[config.mk]
export PLATFORM = sky130hd
export DESIGN_NAME = pipe_hazard_ctrl
export DESIGN_NICKNAME = d
export VERILOG_FILES = /design/src/rtl/pipe_hazard_ctrl.sv
export SDC_FILE = /design/constraint.sdc
export NUM_CORES = 1
export LEC_CHECK = 0
export ABC_AREA = 1
export BUFFER_PORTS_ARGS = -buffer_cell sky130_fd_sc_hd__buf_2
export CAP_MARGIN = 0
export CORE_MARGIN = 2
export CORE_UTILIZATION = 40
export CTS_BUF_LIST = sky130_fd_sc_hd__clkbuf_16
export DETAILED_ROUTE_END_ITERATION = 10
export PLACE_DENSITY = 0.76
export REMOVE_ABC_BUFFERS = 1
export SKIP_CTS_REPAIR_TIMING = 1
export SLEW_MARGIN = 20
export SYNTH_ARGS = -nofsm -noshare
export SYNTH_HDL_FRONTEND = slang
export SYNTH_SLANG_ARGS = --single-unit
[constraint.sdc]
create_clock -name clk -period 2.8 [get_ports clk]
set_clock_uncertainty 0.15 [all_clocks]
set_input_delay 0.28 -clock clk [delete_from_list [all_inputs] [get_ports clk]]
set_output_delay 0.28 -clock clk [all_outputs]
set_load 0.01 [all_outputs]
[src/rtl/pipe_hazard_ctrl.sv]
// Pipeline sequencing controller: load-use and HI/LO hazard stalls plus mult/div busy scoreboard.
// Optional stall statistics counters are enabled by defining PIPE_STALL_STATS_EN.
module pipe_hazard_ctrl #(
    parameter int unsigned MD_CYCLES = 33,
    parameter int unsigned CNT_W     = 6
) (
    input  logic       clk,
    input  logic       rst,
    input  logic       ext_halt,
    input  logic       id_valid,
    input  logic [4:0] id_rs,
    input  logic [4:0] id_rt,
    input  logic       id_use_rs,
    input  logic       id_use_rt,
    input  logic       id_is_md,
    input  logic       id_hilo_acc,
    input  logic       id_branch_taken,
    input  logic       ex_valid,
    input  logic       ex_mem_read,
    input  logic [4:0] ex_dest,
    output logic       pc_wena,
    output logic       ifid_wena,
    output logic       idex_wena,
    output logic       ifid_flush,
    output logic       idex_bubble,
    output logic       md_start,
    output logic       md_busy
`ifdef PIPE_STALL_STATS_EN
    ,
    output logic [31:0] stat_lu_stalls,
    output logic [31:0] stat_md_stalls
`endif
);

    localparam logic [0:0] IDLE = 1'b0;
    localparam logic [0:0] BUSY = 1'b1;

    logic [0:0]       state_q, state_d;
    logic [CNT_W-1:0] cnt_q, cnt_d;
    logic             load_use, md_haz, stall;
    logic             rs_hit, rt_hit;

    assign rs_hit   = id_use_rs & (id_rs == ex_dest);
    assign rt_hit   = id_use_rt & (id_rt == ex_dest);
    assign load_use = id_valid & ex_valid & ex_mem_read & (ex_dest != 5'd0) & (rs_hit | rt_hit);
    assign md_busy  = (state_q == BUSY);
    assign md_haz   = id_valid & md_busy & (id_is_md | id_hilo_acc);
    assign stall    = load_use | md_haz;

    // Halt outranks stall; a stalled ID/EX still loads a bubble.
    always_comb begin
        pc_wena     = 1'b0;
        ifid_wena   = 1'b0;
        idex_wena   = 1'b0;
        ifid_flush  = 1'b0;
        idex_bubble = 1'b0;
        md_start    = 1'b0;
        if (rst || ext_halt) begin
            pc_wena = 1'b0;
        end else if (stall) begin
            idex_wena   = 1'b1;
            idex_bubble = 1'b1;
        end else begin
            pc_wena    = 1'b1;
            ifid_wena  = 1'b1;
            idex_wena  = 1'b1;
            ifid_flush = id_branch_taken;
            md_start   = id_valid & id_is_md;
        end
    end

    // The countdown keeps running through ext_halt so the unit's latency is preserved.
    always_comb begin
        state_d = state_q;
        cnt_d   = cnt_q;
        if (state_q == IDLE) begin
            if (md_start) begin
                state_d = BUSY;
                cnt_d   = CNT_W'(MD_CYCLES - 1);
            end
        end else if (cnt_q == '0) begin
            state_d = IDLE;
        end else begin
            cnt_d = cnt_q - CNT_W'(1);
        end
    end

    always_ff @(posedge clk or posedge rst) begin
        if (rst) begin
            state_q <= IDLE;
            cnt_q   <= '0;
        end else begin
            state_q <= state_d;
            cnt_q   <= cnt_d;
        end
    end

`ifdef PIPE_STALL_STATS_EN
    logic lu_inc, md_inc;

    assign lu_inc = load_use & ~ext_halt;
    assign md_inc = md_haz & ~ext_halt;

    always_ff @(posedge clk or posedge rst) begin
        if (rst) begin
            stat_lu_stalls <= '0;
            stat_md_stalls <= '0;
        end else begin
            if (lu_inc && stat_lu_stalls != 32'hFFFF_FFFF) begin
                stat_lu_stalls <= stat_lu_stalls + 32'd1;
            end
            if (md_inc && stat_md_stalls != 32'hFFFF_FFFF) begin
                stat_md_stalls <= stat_md_stalls + 32'd1;
            end
        end
    end
`endif

endmodule

==> impl_metrics.yaml <==
timing:
  slew_viol_final: 0
  max_freq_mhz: 479.2
  worst_pin_slew_ns: 0.3705
  fin_crit_ns: 2.087
  max_slew_margin_pct: 75.19
  setup_viol: 0
  post-route-period-util_pct: 74.52
  rsz0062_at_grt: "no"
  fin_tns_setup_ns: 0
  hold_viol: 0
setup_path:
  cp.required_ns: 2.37
  critPathMaxFanout: 8
  rrSetupSlack_ns: 1.17
  path_cells: "dlygate4sd3_1 > buf_2 > nor2_1 > nand4_4 > inv_1 > buf_2"
  cpMostUsedCell: "buf_2"
  cp_num_buf_inv: 4
  crit_start: "rst"
  critPathTopFamily: "buffers and inverters"
  cpMaxStageDelayCell: "dlygate4sd3_1"
  cp-start-kind: "primary input"
  r2r-start: "cnt_q[0]"
  cp.arrival_ns: 1.66
  end_kind: "output pin"
  crit_type: "in -> out"
  slowest_delay_ns: 0.54
synthesis:
  yosysTopAreaCellShare_pct: 25.83
  yosysMostFrequentCell: "nand2_1"
  async_reset_ff_share_pct: 100.0
  yosys.area.top_type: "dfrtp_1"
  synth_cells: 116
  ys_ff_latch: 7
  synthTopCellsByCount: "43 x nand2_1, 23 x inv_1, 14 x nor2_1"
  yosysSeqAreaShare_pct: 25.83
  synth_area_um2: 678.2
  ys_top_cells_by_area: "dfrtp_1 26%, nand2_1 24%, inv_1 13%"
  yosysUniqueCellTypes: 21
  syn_avg_cell_area_um2: 5.846
  synth_edf_count: 0
  ys_warn_count: 0
  synth_flop_cell: "dfrtp_1"
die:
  ioPinCount: 33
  core_area_um2: 1541
  fp.dieArea_um2: 2041
  die-width_um: 45.18
  die_height_um: 45.18
  start_util_pct: 43.99
  rows: 14
finish:
  regArea_um2: 175.2
  area_delta_synth_final_pct: 38.56
  multi_input_area_um2: 401.6
  drive_above_1_share_pct: 28.29
  nFillCells: 158
  num_antenna_cells: 0
  utilization_pct: 60.96
  nets: 180
cts:
  max-clock-path-buffers: 2
  cts.sinks: 7
  htreeDepth: 1
  clk_latency_ns: 0.23
  root_buffer: "clkbuf_16"
  numCtsBuffers: 3
  path_clk_slew_ns: 0.04
  cts_tree: "done"
grt:
  busiest_layer: "met2"
  grt_usage_pct: 18.48
  antenna_found_initial: 0
  grtUsageMet3_pct: 7.200
  first_global_vias: 620
  overflow: 0
  use_met1_pct: 20.64
  grt_max_degree: 9
  grtUsageMet2_pct: 30.57
  grt_pass1_wl_um: 2587
placed_design:
  routabilityCongestion: 0.8724
  dpl.hpwl_um: 1274
  numPortBuffers: 32
route:
  wl_per_cell_um: 9.488
  drt_iter0_drc: 14
  vias: 782
  remaining_drc_errors: 0
  vias_per_cell: 4.655
  drt_first_pass_iters: 4
  totalWireLength_um: 1594
  ant_nets: 0
flow_run:
  drv_cap: 0
outcome:
  status: "finished clean"
power:
  report.power.total_w: 0.0004120
  ir_worst_vdd_v: 0.0003805
  p_per_area_nw_per_um2: 438.4
  power.leakage_nw: 0.6110
hold_path:
  worstHoldStart: "ext_halt"
  hp-class: "in -> reg"
state kept, by name (all words and copies together) (netlist names):
register,count
md_busy,1
cnt_q,6
cell families (layout without fill, tap and decap cells):
family                     Yosys count  after routing  synth area share, %
and+or+nand+nor                     76             76                50.92
xor gates and xnor gates             2              2                2.583
AOI/OAI and AO/OA                    4              4                3.875
buffers and inverters               26             62                14.95
DFF                                  7              7                25.83
adders and majority gates            1              1                1.845
area by class of cell:
cell class              instances  share of cell area [%]
multi-input cells              83                   42.74
flip-flops and latches          7                   18.64
repair buffers                 33                   18.11
inverters                      25                   9.987
clock buffers                   3                   7.989
well taps                      16                   2.130
clock inverters                 1                  0.3995
layout by cell type (no fill, tap or decap):
cell | netlist | routed
ha_1 | 1 | 1
dfrtp_1 | 7 | 7
nor3_1 | 1 | 1
nand4_1 | 2 | 2
inv_2 | 2 | 2
a21boi_0 | 1 | 1
xnor2_1 | 1 | 1
buf_2 | 0 | 32
a31oi_1 | 1 | 1
nor2_1 | 14 | 14
inv_1 | 23 | 24
o211ai_1 | 1 | 1
clkbuf_16 | 0 | 3
xor2_1 | 1 | 1
or2_2 | 1 | 1
nand2_4 | 2 | 2
and3_1 | 1 | 1
a21oi_1 | 1 | 1
nand4_4 | 1 | 1
nand2_2 | 2 | 2
nand3_1 | 9 | 9
nand2_1 | 43 | 43
dlygate4sd3_1 | 0 | 1
metrics by stage:
step                setup WS (ns)  instance area [um^2]  hold WS (ns)  std cells
global placement            1.173                 850.8       0.07931        163
floorplan                   1.296                 670.6      -0.06660        115
global route               0.6296                 939.7        0.3576        168
detailed placement          1.154                 850.8       0.09482        163
finish                     0.7134                 939.7        0.3307        168
CTS                         1.024                 929.6       -0.1482        167
report_power, final:
| part | leakage (nW) | total [W] | switching (W) | internal [W] |
|---|---|---|---|---|
| clock network | 0.0423 | 0.000240 | 0.0000540 | 0.000186 |
| logic | 0.488 | 0.0000669 | 0.0000375 | 0.0000293 |
| registers | 0.0802 | 0.000105 | 0.000000853 | 0.000105 |
routing by layer:
metal	vias to the layer above	share of wire, %	routed length [um]
li1	421	-	-
met1	330	46	726
met2	27	45	718
met3	4	7.8	124
met4	0	1.6	25
met5	-	0	0
final timing paths:
kind / cells after the start / endpoint
worst min register to register: 2 / cnt_q[0]
worst max register to register: 9 / cnt_q[5]
max in group asynchronous: 3 / cnt_q[4]
worst min-delay path: 4 / md_busy
worst max-delay path: 6 / md_start
min in group asynchronous: 3 / cnt_q[3]
worst register-to-register path, stage by stage, from the launching register on:
cell and delay, ns:
dfrtp_1 0.37, inv_1 0.11, ha_1 0.19, nand2_1 0.09
nor2_1 0.12, nand2_2 0.07, nand2_4 0.11, inv_1 0.10
a31oi_1 0.14, nand2_1 0.07
(Power assumes the default switching activity.)
